$ cat config.mk
export PLATFORM = sky130hd
export DESIGN_NAME = tdp_bram_ctrl
export DESIGN_NICKNAME = d
export VERILOG_FILES = /design/src/rtl/tdp_bram_ctrl.sv
export SDC_FILE = /design/constraint.sdc
export NUM_CORES = 1
export LEC_CHECK = 0
export ABC_AREA = 1
export BUFFER_PORTS_ARGS = -buffer_cell sky130_fd_sc_hd__buf_2
export CAP_MARGIN = 25
export CELL_PAD_IN_SITES_DETAIL_PLACEMENT = 2
export CELL_PAD_IN_SITES_GLOBAL_PLACEMENT = 2
export CORE_MARGIN = 2
export CORE_UTILIZATION = 39
export DETAILED_ROUTE_END_ITERATION = 8
export PLACE_DENSITY_LB_ADDON = 0.1
export SYNTH_ARGS = -nofsm -noshare
export SYNTH_HDL_FRONTEND = slang
export SYNTH_SLANG_ARGS = --single-unit
$ cat constraint.sdc
create_clock -name clk -period 3.7 [get_ports clk]
set_clock_uncertainty 0.2 [all_clocks]
set_input_delay 0.74 -clock clk [delete_from_list [all_inputs] [get_ports clk]]
set_output_delay 0.74 -clock clk [all_outputs]
set_load 0.05 [all_outputs]
$ cat src/rtl/tdp_bram_ctrl.sv
// tdp_bram_ctrl: single-clock true dual-port RAM with post-reset clear sequencer.
// Optional TDP_BRAM_OUT_REG_EN adds an output register stage (latency 2).
module tdp_bram_ctrl #(
    parameter int DATA_W = 8,
    parameter int ADDR_W = 4,
    parameter int RDW_MODE_A = 0,
    parameter int RDW_MODE_B = 0,
    parameter logic [DATA_W-1:0] INIT_VAL = '0
) (
    input  logic              clk,
    input  logic              rst_n,
    output logic              init_done,
    input  logic              en_a,
    input  logic              we_a,
    input  logic [ADDR_W-1:0] addr_a,
    input  logic [DATA_W-1:0] din_a,
    output logic [DATA_W-1:0] dout_a,
    output logic              valid_a,
    input  logic              en_b,
    input  logic              we_b,
    input  logic [ADDR_W-1:0] addr_b,
    input  logic [DATA_W-1:0] din_b,
    output logic [DATA_W-1:0] dout_b,
    output logic              valid_b,
    output logic              collision
);
    localparam int DEPTH = 2 ** ADDR_W;
    typedef enum logic {CLEAR, READY} state_t;
    state_t state, state_nxt;
    logic [ADDR_W-1:0] clr_addr;
    logic [DATA_W-1:0] mem [DEPTH];
    logic acc_a, acc_b, wr_a, wr_b, wb_en, coll_nxt;
    logic wa_en;
    logic [ADDR_W-1:0] wa_addr;
    logic [DATA_W-1:0] wa_data, rd_a, rd_b;
    logic [DATA_W-1:0] dout_a_q, dout_b_q;
    logic valid_a_q, valid_b_q, coll_q;
    always_comb begin
        state_nxt = state;
        if (state == CLEAR && &clr_addr) state_nxt = READY;
        acc_a = state == READY && en_a;
        acc_b = state == READY && en_b;
        wr_a = acc_a && we_a;
        wr_b = acc_b && we_b;
        coll_nxt = acc_a && acc_b && addr_a == addr_b && (we_a || we_b);
        // port A wins a same-address double write
        wb_en = wr_b && !(wr_a && addr_a == addr_b);
        wa_en = state == CLEAR || wr_a;
        wa_addr = state == CLEAR ? clr_addr : addr_a;
        wa_data = state == CLEAR ? INIT_VAL : din_a;
        rd_a = (wr_a && RDW_MODE_A == 1) ? din_a : mem[addr_a];
        rd_b = (wr_b && RDW_MODE_B == 1) ? din_b : mem[addr_b];
    end
    assign init_done = state == READY;
    always_ff @(posedge clk) begin
        if (!rst_n) begin
            state <= CLEAR;
            clr_addr <= '0;
        end else begin
            state <= state_nxt;
            if (state == CLEAR) clr_addr <= clr_addr + 1'b1;
        end
    end
    always_ff @(posedge clk) begin
        if (rst_n) begin
            if (wa_en) mem[wa_addr] <= wa_data;
            if (wb_en) mem[addr_b] <= din_b;
        end
    end
    always_ff @(posedge clk) begin
        if (!rst_n) begin
            dout_a_q <= '0;
            dout_b_q <= '0;
            valid_a_q <= 1'b0;
            valid_b_q <= 1'b0;
            coll_q <= 1'b0;
        end else begin
            valid_a_q <= acc_a;
            valid_b_q <= acc_b;
            coll_q <= coll_nxt;
            if (acc_a) dout_a_q <= rd_a;
            if (acc_b) dout_b_q <= rd_b;
        end
    end
`ifdef TDP_BRAM_OUT_REG_EN
    always_ff @(posedge clk) begin
        if (!rst_n) begin
            dout_a <= '0;
            dout_b <= '0;
            valid_a <= 1'b0;
            valid_b <= 1'b0;
            collision <= 1'b0;
        end else begin
            dout_a <= dout_a_q;
            dout_b <= dout_b_q;
            valid_a <= valid_a_q;
            valid_b <= valid_b_q;
            collision <= coll_q;
        end
    end
`else
    assign dout_a = dout_a_q;
    assign dout_b = dout_b_q;
    assign valid_a = valid_a_q;
    assign valid_b = valid_b_q;
    assign collision = coll_q;
`endif
endmodule
==> metrics.log <==
INFO  metric worst-r2r-cell-count = 6
INFO  metric internal_power = 3.09 mW
INFO  metric pwr-share-clk = 46.5%
INFO  metric floorplan.rows = 58
INFO  metric cts_resizes = 0
INFO  metric worst_hold_path.num_cells = 2
INFO  metric route.detailed.drc = 0
INFO  metric cts_setup_buffers = 0
INFO  metric synth_ff_type = sky130_fd_sc_hd__edfxtp_1
INFO  metric grt_antenna_before_repair = 1
INFO  metric synthSimpleGateAreaFrac = 46.3%
INFO  metric synthMostInstantiatedCell = sky130_fd_sc_hd__nand2_1
INFO  metric pre_cts_slack = 0.274 ns
INFO  metric fp.dieW = 164 um
INFO  metric drive_gt1_share = 12.9%
INFO  metric worstHoldPathType = flop to flop
INFO  metric power_switching_share = 28.0%
INFO  metric synth-edff-count = 128
INFO  metric final-setup-viol-count = 0
INFO  metric gpl.final_weighted_congestion = 0.881
INFO  metric worst_ep_arrival_time = 3.14 ns
INFO  metric yosys-top-cells-count = sky130_fd_sc_hd__nand2_1 (639), sky130_fd_sc_hd__nand3_1 (140), sky130_fd_sc_hd__nand4_1 (137)
INFO  metric final_critical_path_setup_slack = 0.435 ns
INFO  metric mappedNetlistArea = 0.0100 mm2
INFO  metric detail_route.vias_per_cell = 6.11
INFO  metric combinational_family_with_the_most_area_after_synthesis = simple AND/OR/NAND/NOR gates
INFO  metric netSwitchingPower = 1.20 mW
INFO  metric fraction_of_synthesis_flops_using_an_asynchronous_set_or_reset_pin = 0%
INFO  metric clock_latency = 0.45 ns
INFO  metric rsz_0062_raised_after_global_routing = no
INFO  metric syn-instance-count = 1359
INFO  metric classification_of_the_worst_setup_path = flop to flop
INFO  metric crit_path_end_kind = flop
INFO  metric timing.fmax = 306 MHz
INFO  metric synth.top_cell.area_share = 38.4%
INFO  metric synth-xor-area-share = 0.350%
INFO  metric hold_buffers = 0
INFO  metric fp.coreArea = 0.0252 mm2
INFO  metric clock_tree.htree_level_count = 4
INFO  metric synth_area_leader_cell = sky130_fd_sc_hd__edfxtp_1
INFO  metric share_comb_of_total_power = 10.1%
INFO  metric stdcell_area = 0.0111 mm2
INFO  metric power.share.sequential = 43.4%
INFO  metric drt-initial-drc-count = 1043
INFO  metric tritoncts.num_buffers = 17
INFO  metric timing.hold.ws = 0.304 ns
INFO  metric critical_path_maximum_fanout = 10
INFO  metric clockRootBuffer = sky130_fd_sc_hd__clkbuf_16
INFO  metric drt_pre_antenna_iters = 7
INFO  metric setup_tns = 0 ns
INFO  metric proportion_of_synthesized_chip_area_in_sequential_cells = 43.1%
INFO  metric flow.area_growth_from_synthesis = 10.5%
INFO  metric first_pass_grt_wire_length = 69.9 mm
INFO  metric post_synth_mux_area_share = 0%
INFO  metric cts_tree = built
INFO  metric grt_pass1_vias = 10626
INFO  metric antenna_left = 0
INFO  metric placed_cell_area = 0.0104 mm2
INFO  metric synth_seq_cells = 152
INFO  metric gr-usage-all-layers = 36.2%
INFO  metric clk_pin_slew_worst_paths = 0.07 ns
INFO  metric clock-sinks = 152
INFO  metric dr_total_vias = 10414
INFO  metric grt_overflow = 0
INFO  metric yosys.cell_types.count = 27
INFO  metric routed_wire_length_per_instance = 27.8 um
INFO  metric vdd_ir_drop_max = 280 uV
INFO  metric pwr_density_cell = 388 mW/mm2
INFO  metric finalCoreUtilization = 44.0%
INFO  metric place_hpwl = 31.7 mm
INFO  metric fp.dieH = 164 um
INFO  metric required = 3.57 ns
INFO  metric leakagePower = 4.82 nW
INFO  metric period_minus_slack = 3.26 ns
INFO  metric startpoint_type = flop
INFO  metric synthTopCellsByArea = sky130_fd_sc_hd__edfxtp_1 (38%), sky130_fd_sc_hd__nand2_1 (24%), sky130_fd_sc_hd__nand4_1 (8.6%)
INFO  metric antenna_cells_inserted = 0
INFO  metric io_pins = 50
INFO  metric total_number_of_yosys_warnings = 0
INFO  metric die-area = 0.0270 mm2
INFO  metric maxCapViolCount = 0
INFO  metric ratio_of_final_minimum_period_to_clock_period = 88.2%
INFO  metric initial_utilization = 39.8%
INFO  metric totalWireLength = 47.4 mm
INFO  metric fillers = 2973
INFO  metric synth_compound_area_share = 2.60%
INFO  metric design.final.nets = 1393
INFO  metric synth_fa_ha_area_share = 0.125%
INFO  metric status = completed
INFO  metric grt_max_degree = 79
INFO  metric placement.io_buffers = 49
INFO  metric synthesis.nets = 1390
INFO  metric longest_clk_path_bufs = 2
INFO  metric max-slew-margin-rel = 28.5%
INFO  metric timing_max_transition_violations_final = 0
INFO  metric avgSynthCellArea = 7.37 um2
INFO  metric worst_slew_pin_slew = 1.07 ns
INFO  metric final_hold_viol_count = 0
## cells in the final DEF (no fill, tap or decap)
master	instances
sky130_fd_sc_hd__nor3b_4	1
sky130_fd_sc_hd__nand3_4	15
sky130_fd_sc_hd__nor2_2	11
sky130_fd_sc_hd__clkinv_2	1
sky130_fd_sc_hd__dfxtp_1	24
sky130_fd_sc_hd__nor3_1	2
sky130_fd_sc_hd__nand3_2	2
sky130_fd_sc_hd__nor2_1	41
sky130_fd_sc_hd__inv_1	29
sky130_fd_sc_hd__nand4_1	137
sky130_fd_sc_hd__nand2_2	2
sky130_fd_sc_hd__o21ai_1	22
sky130_fd_sc_hd__xor2_1	4
sky130_fd_sc_hd__bufinv_16	4
sky130_fd_sc_hd__nand2_4	1
sky130_fd_sc_hd__nor2_4	12
sky130_fd_sc_hd__ha_1	1
sky130_fd_sc_hd__nand3_1	140
sky130_fd_sc_hd__buf_4	33
sky130_fd_sc_hd__clkinv_4	1
sky130_fd_sc_hd__nand2_1	639
sky130_fd_sc_hd__clkinvlp_4	2
sky130_fd_sc_hd__buf_2	50
sky130_fd_sc_hd__o21ai_0	16
sky130_fd_sc_hd__inv_6	6
sky130_fd_sc_hd__inv_2	15
sky130_fd_sc_hd__inv_8	1
sky130_fd_sc_hd__a21oi_1	14
sky130_fd_sc_hd__edfxtp_1	128
sky130_fd_sc_hd__buf_12	4
sky130_fd_sc_hd__clkbuf_16	17
## power groups by stage
stage	logic [mW]	clock network (mW)	registers, mW
after CTS	0.425	2.00	1.87
after global placement	0.406	0	1.90
after global routing	0.460	2.06	1.87
final	0.434	2.00	1.87
after detailed placement	0.415	0	1.90
after floorplan	0.245	0	1.90
## sequential cells by signal, summed over array words and instances, names as in the netlist
signal     count
mem          128
dout_a         8
dout_b         8
clr_addr       4
collision      1
init_done      1
valid_a        1
valid_b        1
## per-stage QoR
stage	total power [mW]	cells
after global placement	2.31	1672
after CTS	4.29	1704
after floorplan	2.14	1359
after global routing	4.39	1705
final	4.30	1705
after detailed placement	2.32	1672
## path summary, 6_finish.rpt
check	from	slack (ns)	to
setup / recovery	init_done	0.44	mem[14][3]
hold / removal	clr_addr[2]	0.30	clr_addr[2]
setup reg to reg	init_done	0.44	mem[14][3]
hold reg to reg	clr_addr[2]	0.30	clr_addr[2]
## critical path, stage by stage, from the launching register on
cell and delay (ns):
sky130_fd_sc_hd__dfxtp_1 0.61, sky130_fd_sc_hd__nand2_2 0.15, sky130_fd_sc_hd__nor2_2 0.24, sky130_fd_sc_hd__nor2_1 0.12, sky130_fd_sc_hd__nor2_1 0.42, sky130_fd_sc_hd__nand3_1 0.33
sky130_fd_sc_hd__o21ai_1 0.81
## metal layers
| layer | track usage (%) | vias up | share of wire (%) |
|---|---|---|---|
| li1 | - | 4590 | - |
| met1 | 48.8 | 5285 | 43 |
| met2 | 58.1 | 427 | 47 |
| met3 | 7.30 | 110 | 7.1 |
| met4 | 11.9 | 2 | 3.3 |
| met5 | 0 | - | 0.019 |
## logic make-up (layout without fill, tap and decap cells)
logic type | count (synthesis) | after routing
AOI/OAI and AO/OA | 52 | 52
buffers and inverters | 147 | 163
adders and majority gates | 1 | 1
and+or+nand+nor | 1003 | 1003
DFF | 152 | 152
xor gates and xnor gates | 4 | 4
## area by class of cell
cell class / count / area, um2 / area share (%)
flip-flops and latches: 152 / 4320 / 39.0
clock inverters: 15 / 213 / 1.92
well taps: 330 / 413 / 3.73
multi-input cells: 1060 / 4960 / 44.8
inverters: 44 / 165 / 1.49
clock buffers: 17 / 425 / 3.84
repair buffers: 87 / 578 / 5.22
Power figures use the tool's default switching activity.
